--- src/rtl/ram_writer.sv ---
// ---------------------------------------------------------------------------
// ram_writer
//
// Streaming AXI3 write master. Beats from an unstallable AXI-Stream source
// are buffered in a small first-word-fall-through FIFO. Whenever a full
// burst's worth of beats is buffered, the block issues one INCR burst into a
// DDR ring buffer of 2^RW_log_length bursts starting at RW_base_address.
// After each burst that completes with an OKAY response, the burst's start
// address is published on SM_address with a one-cycle SM_request pulse. That
// lets the downstream sync manager always know where the newest data lives.
//
// Ports:
//   SYS_aclk, SYS_aresetn       clock, asynchronous active-low reset
//   RW_enable                   capture/write enable (stops after the current burst)
//   RW_base_address             ring base, aligned to the ring size
//   RW_log_length               log2 of the ring size in bursts
//   RW_error                    sticky flag, set by any non-OKAY write response
//   S_AXIS_*                    sample stream in (tready is constant 1)
//   M_AXI_aw* / w* / b*         AXI3 write channels (one transaction in flight)
//   SM_request                  one-cycle pulse per successful burst
//   SM_address                  start address of the last successful burst
//   SM_log_length               RW_log_length latched at burst start
//   RW_overflow_count           dropped-beat counter, saturating at 2^32-1
//                               (present only when the macro below is defined)
//
// Optional feature: define RAM_WRITER_OVERFLOW_COUNT_EN to add
// RW_overflow_count. Without the macro, dropped beats are silent.
// ---------------------------------------------------------------------------
module ram_writer #(
  parameter int MM_ADDR_WIDTH = 32,
  parameter int MM_DATA_WIDTH = 64,
  parameter int BURST_LEN     = 8,
  parameter int FIFO_DEPTH    = 16
) (
  input  logic                         SYS_aclk,
  input  logic                         SYS_aresetn,
  input  logic                         RW_enable,
  input  logic [MM_ADDR_WIDTH-1:0]     RW_base_address,
  input  logic [4:0]                   RW_log_length,
  output logic                         RW_error,
  input  logic [MM_DATA_WIDTH-1:0]     S_AXIS_tdata,
  input  logic                         S_AXIS_tvalid,
  output logic                         S_AXIS_tready,
  output logic [MM_ADDR_WIDTH-1:0]     M_AXI_awaddr,
  output logic [3:0]                   M_AXI_awlen,
  output logic [2:0]                   M_AXI_awsize,
  output logic [1:0]                   M_AXI_awburst,
  output logic                         M_AXI_awvalid,
  input  logic                         M_AXI_awready,
  output logic [MM_DATA_WIDTH-1:0]     M_AXI_wdata,
  output logic [MM_DATA_WIDTH/8-1:0]   M_AXI_wstrb,
  output logic                         M_AXI_wlast,
  output logic                         M_AXI_wvalid,
  input  logic                         M_AXI_wready,
  input  logic [1:0]                   M_AXI_bresp,
  input  logic                         M_AXI_bvalid,
  output logic                         M_AXI_bready,
  output logic                         SM_request,
  output logic [MM_ADDR_WIDTH-1:0]     SM_address,
`ifdef RAM_WRITER_OVERFLOW_COUNT_EN
  output logic [31:0]                  RW_overflow_count,
`endif
  output logic [4:0]                   SM_log_length
);

  localparam int BYTES_PER_BEAT = MM_DATA_WIDTH / 8;
  localparam int AWSIZE_VAL     = $clog2(BYTES_PER_BEAT);
  localparam int BURST_SHIFT    = $clog2(BURST_LEN * BYTES_PER_BEAT);
  localparam int PTR_W          = $clog2(FIFO_DEPTH);
  localparam int CNT_W          = PTR_W + 1;

  localparam logic [4:0]       LAST_BEAT = 5'(BURST_LEN - 1);
  localparam logic [CNT_W-1:0] BURST_CNT = CNT_W'(BURST_LEN);
  localparam logic [CNT_W-1:0] FULL_CNT  = CNT_W'(FIFO_DEPTH);

  typedef enum logic [1:0] {
    ST_IDLE = 2'd0,
    ST_ADDR = 2'd1,
    ST_DATA = 2'd2,
    ST_RESP = 2'd3
  } state_t;

  // FIFO storage and bookkeeping
  logic [MM_DATA_WIDTH-1:0] fifo_mem [FIFO_DEPTH];
  logic [PTR_W-1:0]         wr_ptr_q, wr_ptr_d;
  logic [PTR_W-1:0]         rd_ptr_q, rd_ptr_d;
  logic [CNT_W-1:0]         count_q, count_d;
  logic                     fifo_full_s;
  logic                     push_s;
  logic                     pop_s;

  // Burst control
  state_t                   state_q, state_d;
  logic [4:0]               beat_q, beat_d;
  logic [25:0]              idx_q, idx_d;
  logic [25:0]              ring_mask_s;
  logic [4:0]               ring_log_s;
  logic [MM_ADDR_WIDTH-1:0] burst_addr_q, burst_addr_d;

  // Registered outputs
  logic                     awvalid_q, awvalid_d;
  logic                     wvalid_q, wvalid_d;
  logic                     wlast_q, wlast_d;
  logic                     bready_q, bready_d;
  logic                     sm_request_q, sm_request_d;
  logic [MM_ADDR_WIDTH-1:0] sm_address_q, sm_address_d;
  logic [4:0]               sm_log_q, sm_log_d;
  logic                     error_q, error_d;

  // FIFO push/pop decisions and pointer/count updates.
  always_comb begin
    fifo_full_s = (count_q == FULL_CNT);
    push_s      = S_AXIS_tvalid && RW_enable && !fifo_full_s;
    // W is only valid in DATA, and a burst only starts with enough data
    // buffered, so a pop never hits an empty FIFO.
    pop_s       = wvalid_q && M_AXI_wready;

    wr_ptr_d = wr_ptr_q;
    rd_ptr_d = rd_ptr_q;
    count_d  = count_q;

    if (push_s) begin
      wr_ptr_d = wr_ptr_q + PTR_W'(1);
    end else begin
      wr_ptr_d = wr_ptr_q;
    end

    if (pop_s) begin
      rd_ptr_d = rd_ptr_q + PTR_W'(1);
    end else begin
      rd_ptr_d = rd_ptr_q;
    end

    unique case ({push_s, pop_s})
      2'b10:   count_d = count_q + CNT_W'(1);
      2'b01:   count_d = count_q - CNT_W'(1);
      default: count_d = count_q;
    endcase
  end

  // FIFO storage write port; contents need no reset.
  always_ff @(posedge SYS_aclk) begin
    if (push_s) begin
      fifo_mem[wr_ptr_q] <= S_AXIS_tdata;
    end
  end

  // Ring index mask: L = min(RW_log_length, 26). At L = 26 the shift
  // overflows to 0 and the subtraction yields all ones, as wanted.
  always_comb begin
    if (RW_log_length > 5'd26) begin
      ring_log_s = 5'd26;
    end else begin
      ring_log_s = RW_log_length;
    end
    ring_mask_s = (26'd1 << ring_log_s) - 26'd1;
  end

  // Burst FSM next state, completion bookkeeping and next-cycle outputs.
  always_comb begin
    state_d      = state_q;
    beat_d       = beat_q;
    idx_d        = idx_q;
    burst_addr_d = burst_addr_q;
    sm_log_d     = sm_log_q;
    sm_address_d = sm_address_q;
    sm_request_d = 1'b0;
    error_d      = error_q;

    unique case (state_q)
      ST_IDLE: begin
        if (RW_enable && (count_q >= BURST_CNT)) begin
          state_d      = ST_ADDR;
          burst_addr_d = RW_base_address
                       + (MM_ADDR_WIDTH'(idx_q & ring_mask_s) << BURST_SHIFT);
          sm_log_d     = RW_log_length;
        end else begin
          state_d = ST_IDLE;
        end
      end
      ST_ADDR: begin
        if (M_AXI_awready) begin
          state_d = ST_DATA;
          beat_d  = 5'd0;
        end else begin
          state_d = ST_ADDR;
        end
      end
      ST_DATA: begin
        if (M_AXI_wready) begin
          if (beat_q == LAST_BEAT) begin
            state_d = ST_RESP;
          end else begin
            beat_d = beat_q + 5'd1;
          end
        end else begin
          state_d = ST_DATA;
        end
      end
      ST_RESP: begin
        if (M_AXI_bvalid) begin
          state_d = ST_IDLE;
          // The index advances even on error so the ring slot is skipped.
          idx_d   = (idx_q + 26'd1) & ring_mask_s;
          if (M_AXI_bresp == 2'b00) begin
            sm_request_d = 1'b1;
            sm_address_d = burst_addr_q;
          end else begin
            error_d = 1'b1;
          end
        end else begin
          state_d = ST_RESP;
        end
      end
      default: begin
        state_d = ST_IDLE;
      end
    endcase

    // Outputs are decoded from the next state so they come straight off flops.
    awvalid_d = (state_d == ST_ADDR);
    wvalid_d  = (state_d == ST_DATA);
    wlast_d   = (state_d == ST_DATA) && (beat_d == LAST_BEAT);
    bready_d  = (state_d == ST_RESP);
  end

  // State, pointers and registered outputs.
  always_ff @(posedge SYS_aclk or negedge SYS_aresetn) begin
    if (!SYS_aresetn) begin
      wr_ptr_q     <= '0;
      rd_ptr_q     <= '0;
      count_q      <= '0;
      state_q      <= ST_IDLE;
      beat_q       <= 5'd0;
      idx_q        <= 26'd0;
      burst_addr_q <= '0;
      awvalid_q    <= 1'b0;
      wvalid_q     <= 1'b0;
      wlast_q      <= 1'b0;
      bready_q     <= 1'b0;
      sm_request_q <= 1'b0;
      sm_address_q <= '0;
      sm_log_q     <= 5'd0;
      error_q      <= 1'b0;
    end else begin
      wr_ptr_q     <= wr_ptr_d;
      rd_ptr_q     <= rd_ptr_d;
      count_q      <= count_d;
      state_q      <= state_d;
      beat_q       <= beat_d;
      idx_q        <= idx_d;
      burst_addr_q <= burst_addr_d;
      awvalid_q    <= awvalid_d;
      wvalid_q     <= wvalid_d;
      wlast_q      <= wlast_d;
      bready_q     <= bready_d;
      sm_request_q <= sm_request_d;
      sm_address_q <= sm_address_d;
      sm_log_q     <= sm_log_d;
      error_q      <= error_d;
    end
  end

`ifdef RAM_WRITER_OVERFLOW_COUNT_EN
  logic        drop_s;
  logic [31:0] ovf_q, ovf_d;

  // Saturating count of beats lost to a full FIFO.
  always_comb begin
    drop_s = S_AXIS_tvalid && RW_enable && fifo_full_s;
    if (drop_s && (ovf_q != 32'hFFFF_FFFF)) begin
      ovf_d = ovf_q + 32'd1;
    end else begin
      ovf_d = ovf_q;
    end
  end

  // Overflow counter register.
  always_ff @(posedge SYS_aclk or negedge SYS_aresetn) begin
    if (!SYS_aresetn) begin
      ovf_q <= 32'd0;
    end else begin
      ovf_q <= ovf_d;
    end
  end

  assign RW_overflow_count = ovf_q;
`endif

  assign S_AXIS_tready = 1'b1;
  assign M_AXI_awaddr  = burst_addr_q;
  assign M_AXI_awlen   = 4'(BURST_LEN - 1);
  assign M_AXI_awsize  = 3'(AWSIZE_VAL);
  assign M_AXI_awburst = 2'b01;
  assign M_AXI_awvalid = awvalid_q;
  // First-word-fall-through: the head entry is always presented.
  assign M_AXI_wdata   = fifo_mem[rd_ptr_q];
  assign M_AXI_wstrb   = {BYTES_PER_BEAT{1'b1}};
  assign M_AXI_wlast   = wlast_q;
  assign M_AXI_wvalid  = wvalid_q;
  assign M_AXI_bready  = bready_q;
  assign SM_request    = sm_request_q;
  assign SM_address    = sm_address_q;
  assign SM_log_length = sm_log_q;
  assign RW_error      = error_q;

endmodule

--- config.mk ---
export PLATFORM = sky130hd
export DESIGN_NAME = ram_writer
export DESIGN_NICKNAME = d
export VERILOG_FILES = /design/src/rtl/ram_writer.sv
export SDC_FILE = /design/constraint.sdc
export NUM_CORES = 1
export LEC_CHECK = 0
export BUFFER_PORTS_ARGS = -buffer_cell sky130_fd_sc_hd__buf_4
export CAP_MARGIN = 5
export CORE_ASPECT_RATIO = 2
export CORE_MARGIN = 8
export CORE_UTILIZATION = 62
export DETAILED_ROUTE_END_ITERATION = 16
export PLACE_DENSITY = 0.81
export SYNTH_ARGS = -nofsm -noshare
export SYNTH_HDL_FRONTEND = slang
export SYNTH_SLANG_ARGS = --single-unit
--- constraint.sdc ---
create_clock -name SYS_aclk -period 9.1 [get_ports SYS_aclk]
set_input_delay 1.82 -clock SYS_aclk [delete_from_list [all_inputs] [get_ports SYS_aclk]]
set_output_delay 1.82 -clock SYS_aclk [all_outputs]
set_load 0.02 [all_outputs]
* Word level (Yosys, flattened, before mapping)
Memories as Yosys holds them, arrays and structs flattened.
Index checks and enable logic that the tools add are counted.
** Word-level totals
- Register bits after elaboration :: 121
- RAM bits :: 1024
- Input port bits :: 110
- Output and inout bits :: 157
- Logic and storage cells :: 71
- Memories :: 1
** Cells by class
- $add $sub $neg :: 8
- $lt $le $gt $ge :: 2
- Equal/unequal tests :: 11
- Shifts and indexed selects :: 1
- Muxes and demuxes :: 17
- Bitwise logic cells :: 3
- Reductions and logical operators :: 13
** Memory list
- fifo_mem :: depth 16, width 64, rd ports 1, clocked after Yosys merged registers in 0, wr ports 1, RTL line 84 : logic [MM_DATA_WIDTH-1:0] fifo_mem [FIFO_DEPTH];
** Operator list (number)
- $and A26 B26 Y26 :: 2
- $add A32 B32 Y32 :: 1
- $add A26 B1 Y26 const B :: 1
- $shl A1 B5 Y26 const A :: 1
- $sub A26 B1 Y26 const B :: 1
- $mux W5 :: 4
- $pmux W5 S2 :: 2
- $add A5 B1 Y5 const B :: 2
- $eq A2 B2 Y1 const B :: 5
- $eq A5 B3 Y1 const B :: 2
- $add A4 B1 Y4 const B :: 2
- $mux W2 :: 4
- $pmux W2 S4 :: 1
- $eq A2 B1 Y1 const B :: 3
- $mux W1 :: 6
- $reduce_and A3 Y1 :: 2
- $eq A5 B5 Y1 const B :: 1
- $ge A5 B4 Y1 const B :: 1
- $gt A5 B5 Y1 const B :: 1
- $logic_and A1 B1 Y1 :: 5
- $sub A5 B1 Y5 const B :: 1
- $logic_not A2 Y1 :: 2
- $reduce_and A2 Y1 :: 2
- $reduce_bool A2 Y1 :: 1
- other kinds (2) :: 2

* Depth between registers and ports, before layout
- Word-level depth :: 6
- Depth in mapped cells :: 19
- Gate-level depth less buffers :: 18

* Least setup slack after synthesis
OpenSTA, ideal clock, no wires.
- Kind :: in2reg
- From :: input port RW_log_length[4]
- To :: register burst_addr_q[30], in the netlist M_AXI_awaddr[30]
- Setup time :: 0.131 ns
- Data arrival time :: 5.353 ns
- Data required time :: 8.969 ns
- Slack :: 3.616 ns
- Stages :: 19
- Buffers on the path :: 3
- Path through :: clkbuf_1 clkbuf_1 nor2_1 nand2_1 ha_1 clkbuf_1 nor4_1 a21boi_0 o22ai_1 and2_1 ha_1 a21oi_1 nor2b_1 nor4b_2 o21a_4 o221ai_2 a2111oi_2 or4_1 nand3_1
** On the way
- Word-level cells in the longest chain between the ends :: 6
** Ends and longest elaborated chain
- start: declaration :: RTL line 39 : input logic [4:0] RW_log_length,
- $gt A5 B5 Y1 :: RTL line 151 : if (RW_log_length > 5'd26) begin
- $mux W5 (*) :: RTL line 151
- $shl A1 B5 Y26 (*) :: RTL line 156 : ring_mask_s = (26'd1 << ring_log_s) - 26'd1;
- $sub A26 B1 Y26 (*) :: RTL line 156
- $and A26 B26 Y26 (*) :: RTL line 175 : + (MM_ADDR_WIDTH'(idx_q & ring_mask_s) << BURST_SHIFT);
- $add A32 B32 Y32 (*) :: RTL line 175
- end signal: assignment :: RTL line 252 : burst_addr_q <= burst_addr_d;
- end: declaration :: RTL line 98 : logic [MM_ADDR_WIDTH-1:0] burst_addr_q, burst_addr_d;
Mark *: on every way between the ends. The rest lies on a longest branch, timed or not.
A chain may end at the register's enable or synchronous reset.

* Final worst setup path
- From :: input port RW_log_length[2]
- To :: register burst_addr_q[30], in the netlist M_AXI_awaddr[30]
The elaborated chain is that of the path after synthesis.

==> flow_summary.toml <==
[sta]
hold_violations = 0
finalCriticalPeriod_ns = 5.83
period_share_pct = 64.0
hold_slack_ns = 0.502
rsz0062_at_grt = "no"
setup_tns_ns = 0
tightestPinTransition_ns = 1.11
slew-limit-headroom_pct = 25.7
finClkSkew_ns = 0.0144
setup_viol = 0
final_max_slew_viol_count = 0
fmaxAchievable_mhz = 172
finalWorstSetupSlack_ns = 3.27

[routing]
routedWlPerCell_um = 30.3
drt.antenna.violating_nets = 0
wirelength_um = 105000
avgViaCountPerCell = 6.58
drc_errors = 0
first_pass_iters = 5
vias = 22700
first_iter_violations = 2168

[floorplanning]
io_pins = 267
die_h_um = 399
dieArea_um2 = 82900
die_w_um = 208
initial_core_util_pct = 62.6
core_region_area_um2 = 72700
rows = 140

[clocking]
numCtsBuffers = 92
root_buffer = "clkbuf_16"
h-tree-depth = 3
cts.clk_slew.worst_paths_ns = 0.07
clockBufferDepth = 3
clock-sinks = 1145
cts_setup_buffers = 0
holdBufCountCts = 0
clock_latency_ns = 0.68
cts_tree = "built"
cts_resized = 0

[yosys]
syn-cell-area_um2 = 45500
synth_edf_count = 1024
netlist_instances = 2182
ys_ff_latch = 1145
synthDistinctLibCells = 64
ys_warn_count = 0
seq_area_frac_synth_pct = 74.2
synth-async-reset-ratio_pct = 10.6
syn_avg_cell_area_um2 = 20.9
synth_ff_type = "edfxtp_1"

[pwr]
p_comb_share_pct = 17.5
p_leak_nw = 17.2
switching_power_mw = 3.24
ir_worst_vdd_mv = 0.218
clkPwrFrac_pct = 32.6
p_int_mw = 9.39
switching_share_pct = 25.6
p_seq_share_pct = 49.9
p_per_area_nw_per_um2 = 245

[global_route]
grt_usage_pct = 25.4
grt_pass1_wl_um = 155000
antenna_found_initial = 6
grt_pass1_vias = 24200
grt_max_degree = 125
grt.overflow.total = 0

[outcome]
status = "finished clean"

[critical_path]
critPathLaunchType = "primary input"
endpoint_kind = "flip-flop"
crit_fanout = 15
r2r_start = "count_q[3]$_DFFE_PN0P_"
critPathKind = "primary input to flip-flop"
regToRegEndpoint = "fifo_mem[11][12]$_DFFE_PP_"
timing.reg2reg.setup_slack_ns = 5.41
ff2ff_path_depth = 6
cp_data_arrival_time_ns = 6.37
cp.required_ns = 9.64

[placed_design]
post-place-ws_ns = 2.79
io_buffers = 248
routabilityCongestion = 0.900
dpl.hpwl_um = 57300

[worst_hold_path]
min_path_cells = 2
min_to = "SM_log_length[3]$_DFFE_PN0P_"
hold_class = "flip-flop to flip-flop"
min_from = "SM_log_length[3]$_DFFE_PN0P_"

[final_layout]
synthToLayoutAreaGrowth_pct = 13.0
layout_commonest_cell = "edfxtp_1"
final_util_pct = 70.8
nets = 2600
final_cell_mix = "edfxtp_1, mux4_2, buf_4"
drive_gt1_share_pct = 32.4

[flow_run]
maxCapViolCount = 0
## state kept, by name, summed over array words and instances, names as in the netlist
name	cells
count_q	5
M_AXI_wvalid	1
rd_ptr_q	4
beat_q	5
M_AXI_awvalid	1
SM_address	32
SM_log_length	5
fifo_mem	1024
M_AXI_bready	1
SM_request	1
M_AXI_wlast	1
state_q	2
idx_q	26
M_AXI_awaddr	32
wr_ptr_q	4
RW_error	1
## Yosys cell counts (27+ instances only)
| master | n | area share, % |
|---|---|---|
| edfxtp_1 | 1024 | 68 |
| mux4_2 | 320 | 16 |
| dfrtp_1 | 121 | 6.6 |
| nand2_1 | 70 | 0.58 |
| clkbuf_1 | 57 | 0.47 |
| nor2_1 | 51 | 0.42 |
| a21oi_1 | 50 | 0.55 |
| mux2_2 | 46 | 1.1 |
| ha_1 | 42 | 1.2 |
| and2_1 | 32 | 0.44 |
| o21ai_0 | 29 | 0.32 |
| xor2_1 | 28 | 0.54 |
| inv_1 | 27 | 0.22 |
## worst max-delay path by stage
stage                                        end                     from  slack, ns  cells after the start
floorplan           M_AXI_awaddr[30]$_DFFE_PN0P_         RW_log_length[4]       3.62                     19
global placement    M_AXI_awaddr[30]$_DFFE_PN0P_         RW_log_length[2]       3.01                     17
detailed placement  M_AXI_awaddr[30]$_DFFE_PN0P_         RW_log_length[2]       2.79                     17
CTS                               M_AXI_wdata[0]  rd_ptr_q[1]$_DFFE_PN0P_       3.32                      4
global route        M_AXI_awaddr[30]$_DFFE_PN0P_         RW_log_length[4]       3.20                     17
finish              M_AXI_awaddr[30]$_DFFE_PN0P_         RW_log_length[2]       3.27                     17
## kinds of logic after synthesis
group / synth area share (%)
buffers and inverters: 1.46
flip-flops: 74.2
XOR/XNOR: 1.02
AND/OR/NAND/NOR: 2.78
adder cells (fa/ha/maj): 1.24
AO/OA/AOI/OAI: 2.34
other: 0.0165
multiplexers: 17.0
## final cells by class
| class | instances | area (um2) |
|---|---|---|
| repair buffers | 275 | 2100 |
| clock inverters | 67 | 712 |
| diodes | 6 | 15.0 |
| multi-input cells | 904 | 11200 |
| clock buffers | 103 | 2390 |
| fillers | 4185 | 21200 |
| flip-flops and latches | 1145 | 33800 |
| well taps | 923 | 1150 |
| inverters | 28 | 105 |
## metal layers
metal,global-route usage [%],vias to the layer above,wire length (um)
met4,11.1,2,4340
met1,30.2,11900,37200
met3,5.25,224,7980
li1,-,9450,-
met2,44.7,1152,55000
met5,0,-,10
## power groups by stage
stage / clock network [mW] / registers [mW] / logic [mW]
5_1_grt: 4.35 / 6.33 / 2.35
3_3_place_gp: 0 / 6.37 / 2.16
2_1_floorplan: 0 / 6.44 / 1.36
3_5_place_dp: 0 / 6.41 / 2.23
6_report: 4.12 / 6.30 / 2.21
4_1_cts: 4.17 / 6.30 / 2.24
## per-stage QoR
step	power (mW)	area [um2]	std cells
3_3_place_gp	8.54	48400	3275
4_1_cts	12.7	51400	3445
3_5_place_dp	8.64	48400	3275
6_report	12.6	51500	3451
2_1_floorplan	7.80	45600	2198
5_1_grt	13.0	51500	3446
## worst max-delay path: stages
cell       delay, ns
buf_4           0.16
or2_2           0.35
nor2_1          0.11
nand2_1         0.10
ha_1            0.36
nor4_1          0.46
o21ai_0         0.21
a21boi_0        0.52
ha_1            0.41
o21a_2          0.25
a21oi_2         0.18
nor4b_2         0.33
o21a_4          0.24
o221ai_2        0.14
a2111oi_2       0.44
or4_1           0.19
nand3_1         0.07
Power figures use the tool's default switching activity.
